$ cat src/rtl/reset_route_sequencer.sv
// Brings reset routes up in index order and tears them down in reverse order,
// one route at a time with a settle gap, watching each ack edge with a timeout.
module reset_route_sequencer #(
  parameter int NUM_ROUTES         = 4,
  parameter int SETTLE_CYCLES      = 4,
  parameter int ACK_TIMEOUT_CYCLES = 64,
  localparam int IDX_W = (NUM_ROUTES > 1) ? $clog2(NUM_ROUTES) : 1
) (
  input  logic                  clock,
  input  logic                  async_resetn,
  input  logic                  run_req,
  output logic                  run_ack,
  output logic                  busy,
  output logic [NUM_ROUTES-1:0] route_enable_req,
  input  logic [NUM_ROUTES-1:0] route_enable_ack,
  output logic [IDX_W-1:0]      current_route,
  output logic                  timeout_err,
  output logic [IDX_W-1:0]      err_route
);

  localparam int TMR_MAX = (ACK_TIMEOUT_CYCLES > SETTLE_CYCLES) ? ACK_TIMEOUT_CYCLES : SETTLE_CYCLES;
  localparam int TMR_W   = $clog2(TMR_MAX + 1);
  localparam logic [IDX_W-1:0] LAST = IDX_W'(NUM_ROUTES - 1);

  typedef enum logic [2:0] {
    S_IDLE, S_UP_REQ, S_UP_SETTLE, S_RUN, S_DOWN_REQ, S_DOWN_SETTLE, S_FAULT
  } state_e;

  state_e                  state_q, state_d;
  logic [IDX_W-1:0]        idx_q, idx_d, err_q, err_d, drop_idx;
  logic [TMR_W-1:0]        tmr_q, tmr_d;
  logic                    terr_q, terr_d, run_ack_q, run_ack_d, busy_q, busy_d;
  logic [NUM_ROUTES-1:0]   req_q, req_d;
  logic                    ack_cur, timeout_hit, settle_done;

  function automatic logic [NUM_ROUTES-1:0] low_mask(input logic [IDX_W:0] n);
    logic [NUM_ROUTES-1:0] m;
    m = '0;
    for (int i = 0; i < NUM_ROUTES; i++) m[i] = (i < int'(n));
    return m;
  endfunction

  assign ack_cur     = route_enable_ack[idx_q];
  assign timeout_hit = (tmr_q == TMR_W'(ACK_TIMEOUT_CYCLES - 1));
  assign settle_done = (tmr_q == TMR_W'(SETTLE_CYCLES - 1));

  // Lowest index whose ack has fallen while everything should be up
  always_comb begin
    drop_idx = '0;
    for (int i = NUM_ROUTES - 1; i >= 0; i--)
      if (!route_enable_ack[i]) drop_idx = IDX_W'(i);
  end

  always_comb begin
    state_d = state_q;
    idx_d   = idx_q;
    terr_d  = terr_q;
    err_d   = err_q;
    unique case (state_q)
      S_IDLE: if (run_req) begin
        state_d = S_UP_REQ;
        idx_d   = '0;
        terr_d  = 1'b0;
      end
      S_UP_REQ: begin
        if (timeout_hit && !ack_cur) begin
          state_d = S_FAULT;
          err_d   = idx_q;
        end else if (ack_cur)  state_d = S_UP_SETTLE;
        else if (!run_req)     state_d = S_DOWN_REQ;
      end
      S_UP_SETTLE: begin
        if (!run_req) state_d = S_DOWN_REQ;
        else if (settle_done) begin
          if (idx_q == LAST) state_d = S_RUN;
          else begin
            state_d = S_UP_REQ;
            idx_d   = idx_q + 1'b1;
          end
        end
      end
      S_RUN: begin
        if (route_enable_ack != '1) begin
          state_d = S_FAULT;
          err_d   = drop_idx;
        end else if (!run_req) begin
          state_d = S_DOWN_REQ;
          idx_d   = LAST;
        end
      end
      S_DOWN_REQ: begin
        if (timeout_hit && ack_cur) begin
          state_d = S_FAULT;
          err_d   = idx_q;
        end else if (!ack_cur) state_d = S_DOWN_SETTLE;
      end
      S_DOWN_SETTLE: if (settle_done) begin
        if (idx_q == '0) state_d = S_IDLE;
        else begin
          state_d = S_DOWN_REQ;
          idx_d   = idx_q - 1'b1;
        end
      end
      S_FAULT: if (!run_req && route_enable_ack == '0) begin
        state_d = S_IDLE;
        idx_d   = '0;
      end
      default: state_d = S_IDLE;
    endcase
    if (state_q != S_FAULT && state_d == S_FAULT) terr_d = 1'b1;

    // Outputs are registered from the state being entered
    tmr_d = (state_d != state_q) ? '0 :
            (tmr_q == TMR_W'(TMR_MAX)) ? tmr_q : tmr_q + 1'b1;
    unique case (state_d)
      S_UP_REQ, S_UP_SETTLE:     req_d = low_mask({1'b0, idx_d} + 1'b1);
      S_RUN:                     req_d = '1;
      S_DOWN_REQ, S_DOWN_SETTLE: req_d = low_mask({1'b0, idx_d});
      default:                   req_d = '0;
    endcase
    run_ack_d = (state_d == S_RUN);
    busy_d    = (state_d == S_UP_REQ) || (state_d == S_UP_SETTLE) ||
                (state_d == S_DOWN_REQ) || (state_d == S_DOWN_SETTLE);
  end

  always_ff @(posedge clock or negedge async_resetn) begin
    if (!async_resetn) begin
      state_q   <= S_IDLE;
      idx_q     <= '0;
      tmr_q     <= '0;
      terr_q    <= 1'b0;
      err_q     <= '0;
      req_q     <= '0;
      run_ack_q <= 1'b0;
      busy_q    <= 1'b0;
    end else begin
      state_q   <= state_d;
      idx_q     <= idx_d;
      tmr_q     <= tmr_d;
      terr_q    <= terr_d;
      err_q     <= err_d;
      req_q     <= req_d;
      run_ack_q <= run_ack_d;
      busy_q    <= busy_d;
    end
  end

  assign route_enable_req = req_q;
  assign run_ack          = run_ack_q;
  assign busy             = busy_q;
  assign current_route    = idx_q;
  assign timeout_err      = terr_q;
  assign err_route        = err_q;

endmodule

$ cat config.mk
export PLATFORM = sky130hd
export DESIGN_NAME = reset_route_sequencer
export DESIGN_NICKNAME = d
export VERILOG_FILES = /design/src/rtl/reset_route_sequencer.sv
export SDC_FILE = /design/constraint.sdc
export NUM_CORES = 1
export LEC_CHECK = 0
export CAP_MARGIN = 10
export CORE_ASPECT_RATIO = 0.7
export CORE_MARGIN = 2
export CORE_UTILIZATION = 45
export CTS_BUF_LIST = sky130_fd_sc_hd__clkbuf_8
export CTS_CLUSTER_SIZE = 20
export DETAILED_ROUTE_END_ITERATION = 10
export GPL_TIMING_DRIVEN = 1
export PLACE_DENSITY = 0.74
export SLEW_MARGIN = 10
export SYNTH_ARGS = -nofsm -noshare
export SYNTH_HDL_FRONTEND = slang
export SYNTH_SLANG_ARGS = --single-unit
$ cat constraint.sdc
create_clock -name clock -period 2.12 [get_ports clock]
set_input_delay 0.424 -clock clock [delete_from_list [all_inputs] [get_ports clock]]
set_output_delay 0.424 -clock clock [all_outputs]
set_load 0.01 [all_outputs]
==> run_results.csv, run 1 <==
group,metric,value,unit
worst_setup_path,critPathLaunchType,"input pin",
grt,grt_util_all_layers,24.3,%
synth,synthesis.instances,152,
sta,timing.fmax,0.453,GHz
sta,final.setup.worst_slack,-86.3,ps
power_and_ir_drop,p_clk_share,9.2,%
floorplanning,coreArea,2860,µm²
clock_network,cts.htree.levels,1,
power_and_ir_drop,share_comb_of_total_power,68.3,%
routing,via_per_inst,5.62,
worst_setup_path,worst-endpoint-required,2250,ps
floorplanning,die_ht,50.4,µm
worst_setup_path,worst-path-buf-inv,1,
sta,final_hold_slack,506,ps
layout,finalInstanceArea,2130,µm²
worst_setup_path,reg2reg_setup_slack,-70,ps
worst_setup_path,cp-end-kind,"flip-flop",
power_and_ir_drop,power.internal,1.64,mW
routing,detail-route-antenna-nets,0,
sta,count_of_pins_over_their_slew_limit,0,
floorplanning,die_area,3540,µm²
clock_network,clockRootBuffer,"clkbuf_8",
min_path,worst_hold_path_type,"input pin to async pin",
sta,hold_viol,0,
power_and_ir_drop,power_density,1330,nW/µm²
layout,layout.cells.most_common,"buf_4",
grt,largest_net_degree_at_the_start_of_global_routing,22,
layout,area.sequential,527,µm²
worst_setup_path,critical_path_arrival,2340,ps
layout,combined_area_of_the_multi_input_logic_cells,917,µm²
power_and_ir_drop,seq_power_share,22.5,%
clock_network,numCtsBuffers,3,
worst_setup_path,crit_family,"simple AND/OR/NAND/NOR gates",
status,violations_in_the_final_reports,"negative setup slack",
floorplanning,chipWidth,70.3,µm
synth,synthDistinctLibCells,53,
sta,finalCritPeriodShare,104,%
grt,number_of_global_route_vias_before_repair,1498,
layout,layout_common_cells,"50 x buf_4, 20 x dfrtp_1, 12 x nor2_1, 12 x clkdlybuf4s50_1, 10 x nand2_1",
layout,finalNetCount,229,
clock_network,hold_buffers,0,
routing,wirelength,4110,µm
synth,synth-seq-area-share,38.0,%
place,cell_area_reported_after_detailed_placement,1910,µm²
sta,slew_headroom,79.7,%
worst_setup_path,worstRegToRegCells,9,
grt,grt_first_pass_wirelength,6780,µm
worst_setup_path,critical_path_peak_fanout,3,
place,place.detailed.hpwl,3010,µm
sta,finalSetupViolCount,5,
clock_network,cts-root-to-sink-buffers,2,
routing,detailedRoute.firstPassIterationCount,4,
worst_setup_path,chain_of_cells_forming_the_critical_path,"buf_6 -> or4_4 -> or3_4 -> a21bo_1 -> a311o_1 -> or2_1 -> o21ai_1 -> a221oi_1",
layout,filler_cell_count,193,
synth,syn-mean-instance-area,9.10,µm²
place,gp_congestion,0.922,
power_and_ir_drop,p_switching,1.19,mW
power_and_ir_drop,netSwitchingFraction,42.0,%
worst_setup_path,worstSetupPathType,"input pin to flip-flop",
power_and_ir_drop,total_leakage_power,0.929,nW
sta,unrepaired_setup_endpoints_after_global_routing,"yes",
floorplanning,starting_density_of_the_core,48.3,%
worst_setup_path,cpPeakStageDelay,530,ps
layout,diodes,0,
clock_network,clock_sink_count,21,
place,port_buffers,17,
floorplanning,placement_rows,16,
floorplanning,pin_count,18,
layout,drive_gt1_share,45.2,%
routing,vias,1433,
synth,ys_ff_latch,21,
synth,synth_enable_flop_cells,0,
routing,post_drt_wl_per_cell,16.1,µm
sta,final.setup_skew,1.41,ps
grt,initial_antenna_violation_count,0,
grt,globalRouteOverflowTotal,0,
sta,min_period,2210,ps
flow_run,maxCapViolCount,0,
layout,layout.core_utilization,74.5,%
synth,synth-main-ff-cell,"dfrtp_1",
worst_setup_path,worstReg2RegEnd,"route_enable_req[3]",
routing,drt_iter0_markers,51,
synth,ys.warnings.count,0,
synth,synth_async_sr_flop_share,100,%
synth,synth_nets,161,
layout,area.growth.synth_to_final,54.3,%
sta,worstMarginPinSlew,304,ps
clock_network,cts_tree,"done",
worst_setup_path,rr_startpoint,"tmr_q[0]",
clock_network,clk_pin_slew_worst_paths,80,ps
status,result_of_the_run,"complete, but fails checks",
routing,drcViolationCount,0,
power_and_ir_drop,power.ir.vdd_worst,1.02,mV
worst_setup_path,worst_path_max_delay_cell,"or4_4",
synth,mappedNetlistArea,1380,µm²
clock_network,clkLatencyLatePin,260,ps
## cell families after synthesis
logic type	synth area share, %
XOR/XNOR	3.17
multiplexers	3.44
AND/OR/NAND/NOR	28.5
AO/OA/AOI/OAI	20.5
adder cells (fa/ha/maj)	2.53
buffers and inverters	3.89
flip-flops	38.0
## worst register-to-register path, stage by stage (launching register included)
cell	delay, ps
dfrtp_1	400
ha_4	160
nand3_2	90
or3_4	450
a211oi_4	270
buf_4	150
nor3_4	50
buf_6	140
maj3_2	320
nor2_2	100
## registers in the layout, indices dropped and copies added (netlist names)
name	cells
err_route	2
current_route	2
busy	1
tmr_q	7
route_enable_req	4
state_q	3
timeout_err	1
run_ack	1
## repair_timing
item,CTS,global route
pin swaps,11,12
endpoints found under the setup margin,19,12
resized for setup,33,21
buffers inserted,1,8
## area by class of cell
cell class / count / share of cell area [%]
Timing Repair Buffer: 69 / 26.5
Multi-Input combinational cell: 117 / 43.0
Tap cell: 36 / 2.11
Sequential cell: 21 / 24.7
Clock inverter: 1 / 0.235
Clock buffer: 3 / 1.94
Inverter: 8 / 1.52
## metal layers
layer	global-route usage (%)	wire, µm
met1	30.8	1840
met2	42.3	2000
met3	5.02	219
met4	6.73	49
met5	0	0
## through the flow
stage | setup slack, ps | setup TNS (ps) | power (mW) | cells
after floorplan | -194 | -554 | 1.54 | 152
after global placement | -700 | -9450 | 2.25 | 242
after detailed placement | -756 | -10600 | 2.33 | 242
after CTS | -103 | -322 | 2.66 | 247
after global routing | -160 | -844 | 3.01 | 255
final | -86.3 | -273 | 2.83 | 255
## worst max path at each step
stage	slack [ps]	start	cells past startpoint	endpoint
finish	-90	route_enable_ack[1]	8	route_enable_req[1]
global route	-160	tmr_q[1]	9	route_enable_req[3]
CTS	-100	route_enable_ack[1]	8	route_enable_req[1]
detailed placement	-760	route_enable_ack[0]	9	route_enable_req[3]
global placement	-700	route_enable_ack[0]	8	route_enable_req[1]
floorplan	-190	route_enable_ack[0]	7	route_enable_req[1]
## cells in the mapped netlist (2+ instances only)
library cell,number,area share (%)
nand4b_1,2,1.3
a21oi_1,8,2.9
nand4_1,2,0.90
a21o_1,2,1.1
a221o_1,2,1.4
nand2b_1,7,3.2
clkbuf_1,4,1.1
xnor2_1,3,1.9
nand3_1,8,2.9
inv_2,2,0.54
inv_1,6,1.6
and3_1,3,1.4
nor3_1,3,1.1
dfrtp_1,21,38
nand2_1,12,3.3
o2111ai_1,2,1.3
nor2b_1,3,1.4
xor2_1,2,1.3
ha_1,2,1.8
o21ai_0,6,2.2
or3_1,4,1.8
nor4_4,2,3.1
nor2_1,16,4.3
## power by group through the flow
stage | combinational [mW] | sequential (mW) | clock (mW)
finish | 1.93 | 0.635 | 0.260
global route | 2.07 | 0.649 | 0.288
CTS | 1.76 | 0.628 | 0.267
detailed placement | 1.70 | 0.627 | 0
global placement | 1.63 | 0.622 | 0
floorplan | 0.861 | 0.681 | 0
(Power assumes the default switching activity.)
==> run 2: changes to the inputs <==
SLEW_MARGIN = not set   (was 10)
TNS_END_PERCENT = 100   (was not set)
==> results of run 2 <==
Final layout, timing and power as in run 1 (identical DEF).
==> run 3: changes to the inputs <==
CORE_UTILIZATION = 40   (was 45)
PLACE_DENSITY = 0.67   (was 0.74)
SETUP_SLACK_MARGIN = 0.02   (was not set)
==> run_results.csv, run 3 (same netlist as run 1, synthesis figures left out) <==
group,metric,value,unit
routing,vias,1487,
status,result_of_the_run,"complete, but fails checks",
floorplanning,chipWidth,74.3,µm
sta,hold_viol,0,
floorplanning,placement_rows,17,
min_path,whs_endpoint,"timeout_err",
clock_network,cts_tree,"done",
min_path,hold_path.startpoint,"timeout_err",
grt,initial_antenna_violation_count,0,
routing,post_drt_wl_per_cell,16.4,µm
layout,drive_gt1_share,44.7,%
place,cell_area_reported_after_detailed_placement,1900,µm²
worst_setup_path,worstSetupPathType,"input pin to flip-flop",
layout,area.growth.synth_to_final,53.8,%
grt,largest_net_degree_at_the_start_of_global_routing,22,
worst_setup_path,worstReg2RegEnd,"route_enable_req[3]",
layout,layout_common_cells,"47 x buf_4, 21 x dfrtp_1, 12 x clkdlybuf4s50_1",
sta,finalCritPeriodShare,106,%
sta,final_hold_slack,503,ps
min_path,holdPathStages,1,
place,preCtsSetupSlack,-678,ps
routing,drcViolationCount,0,
worst_setup_path,worst-endpoint-required,2260,ps
floorplanning,starting_density_of_the_core,42.8,%
worst_setup_path,critical_path_peak_fanout,3,
worst_setup_path,critical_path_arrival,2400,ps
sta,final.setup_skew,5.82,ps
sta,slew_headroom,80.0,%
floorplanning,die_area,3950,µm²
sta,min_period,2260,ps
grt,number_of_global_route_vias_before_repair,1469,
worst_setup_path,worst_path_max_delay_cell,"or4_4",
clock_network,clkLatencyLatePin,260,ps
routing,wirelength,4330,µm
clock_network,clk_pin_slew_worst_paths,80,ps
worst_setup_path,cp-end-kind,"flip-flop",
clock_network,numCtsBuffers,3,
sta,timing.fmax,0.443,GHz
power_and_ir_drop,total_leakage_power,0.922,nW
sta,unrepaired_setup_endpoints_after_global_routing,"yes",
layout,layout.core_utilization,65.8,%
power_and_ir_drop,fin_total_pwr,2.86,mW
layout,stdcell_count,264,
routing,detailedRoute.firstPassIterationCount,4,
sta,aggregate_negative_setup_slack,-543,ps
clock_network,cts.htree.levels,1,
sta,count_of_pins_over_their_slew_limit,0,
grt,grt_util_all_layers,23.3,%
flow_run,maxCapViolCount,0,
min_path,worst_hold_path_type,"flip-flop to flip-flop",
clock_network,clock_sink_count,21,
floorplanning,pin_count,18,
grt,globalRouteOverflowTotal,0,
clock_network,cts-root-to-sink-buffers,2,
layout,finalNetCount,227,
worst_setup_path,crit_family,"simple AND/OR/NAND/NOR gates",
place,port_buffers,17,
layout,layout.cells.most_common,"buf_4",
grt,grt_first_pass_wirelength,6890,µm
place,place.detailed.hpwl,2920,µm
sta,worstMarginPinSlew,298,ps
routing,detail-route-antenna-nets,0,
sta,finalSetupViolCount,8,
worst_setup_path,chain_of_cells_forming_the_critical_path,"buf_6 -> or4_4 -> or3_4 -> a21bo_1 -> a311o_1 -> or2_4 -> o21ai_2 -> a221oi_1",
power_and_ir_drop,power.ir.vdd_worst,1.02,mV
worst_setup_path,critPathLaunchType,"input pin",
layout,registers.top_by_ff_count,"tmr_q",
layout,largest_register_ffs,7,
place,gp_congestion,0.898,
clock_network,clockRootBuffer,"clkbuf_8",
place,placed_cells_incl_taps,250,
worst_setup_path,cpPeakStageDelay,530,ps
worst_setup_path,worstRegToRegCells,9,
floorplanning,coreArea,3230,µm²
power_and_ir_drop,power_density,1340,nW/µm²
worst_setup_path,reg2reg_setup_slack,-80,ps
worst_setup_path,worst-path-buf-inv,1,
layout,diodes,0,
status,violations_in_the_final_reports,"negative setup slack",
worst_setup_path,rr_startpoint,"tmr_q[3]",
sta,final.setup.worst_slack,-136,ps
floorplanning,die_ht,53.2,µm
routing,via_per_inst,5.63,
layout,finalInstanceArea,2130,µm²
routing,drt_iter0_markers,104,
run 3: power by group:
| part | internal, mW | total, mW | switching [mW] |
|---|---|---|---|
| Sequential | 0.541 | 0.636 | 0.0949 |
| Clock | 0.131 | 0.267 | 0.136 |
| Combinational | 0.970 | 1.96 | 0.986 |
run 3: repair_timing:
item                       in CTS  in global routing
setup endpoints to repair      17                 16
resized for setup              33                 17
pin swaps                      14                 13
setup buffers                   5                  5
hold buffers                    0                  0
run 3: routing by layer:
layer / track usage (%) / wire length, µm / vias to the layer above
met4: 3.57 / 15 / 0
met1: 30.5 / 1870 / 737
met5: 0 / 0 / -
met2: 40.2 / 2150 / 62
met3: 5.33 / 289 / 2
li1: - / - / 686
run 3: area by class of cell:
type | count | area (µm²)
Fill cell | 265 | 1110
Multi-Input combinational cell | 117 | 912
Timing Repair Buffer | 67 | 548
Sequential cell | 21 | 526
Tap cell | 47 | 58.8
Clock buffer | 3 | 41.3
Inverter | 8 | 35.0
Clock inverter | 1 | 5.00
run 3: how the worst max path moves through the flow:
stage | slack, ps | cells after the start | from | end
floorplan | -190 | 7 | route_enable_ack[0] | route_enable_req[1]
global placement | -630 | 8 | route_enable_ack[0] | route_enable_req[1]
detailed placement | -680 | 9 | route_enable_ack[0] | route_enable_req[3]
CTS | -110 | 9 | tmr_q[1] | route_enable_req[3]
global route | -170 | 8 | route_enable_ack[3] | route_enable_req[1]
finish | -140 | 8 | route_enable_ack[3] | route_enable_req[1]
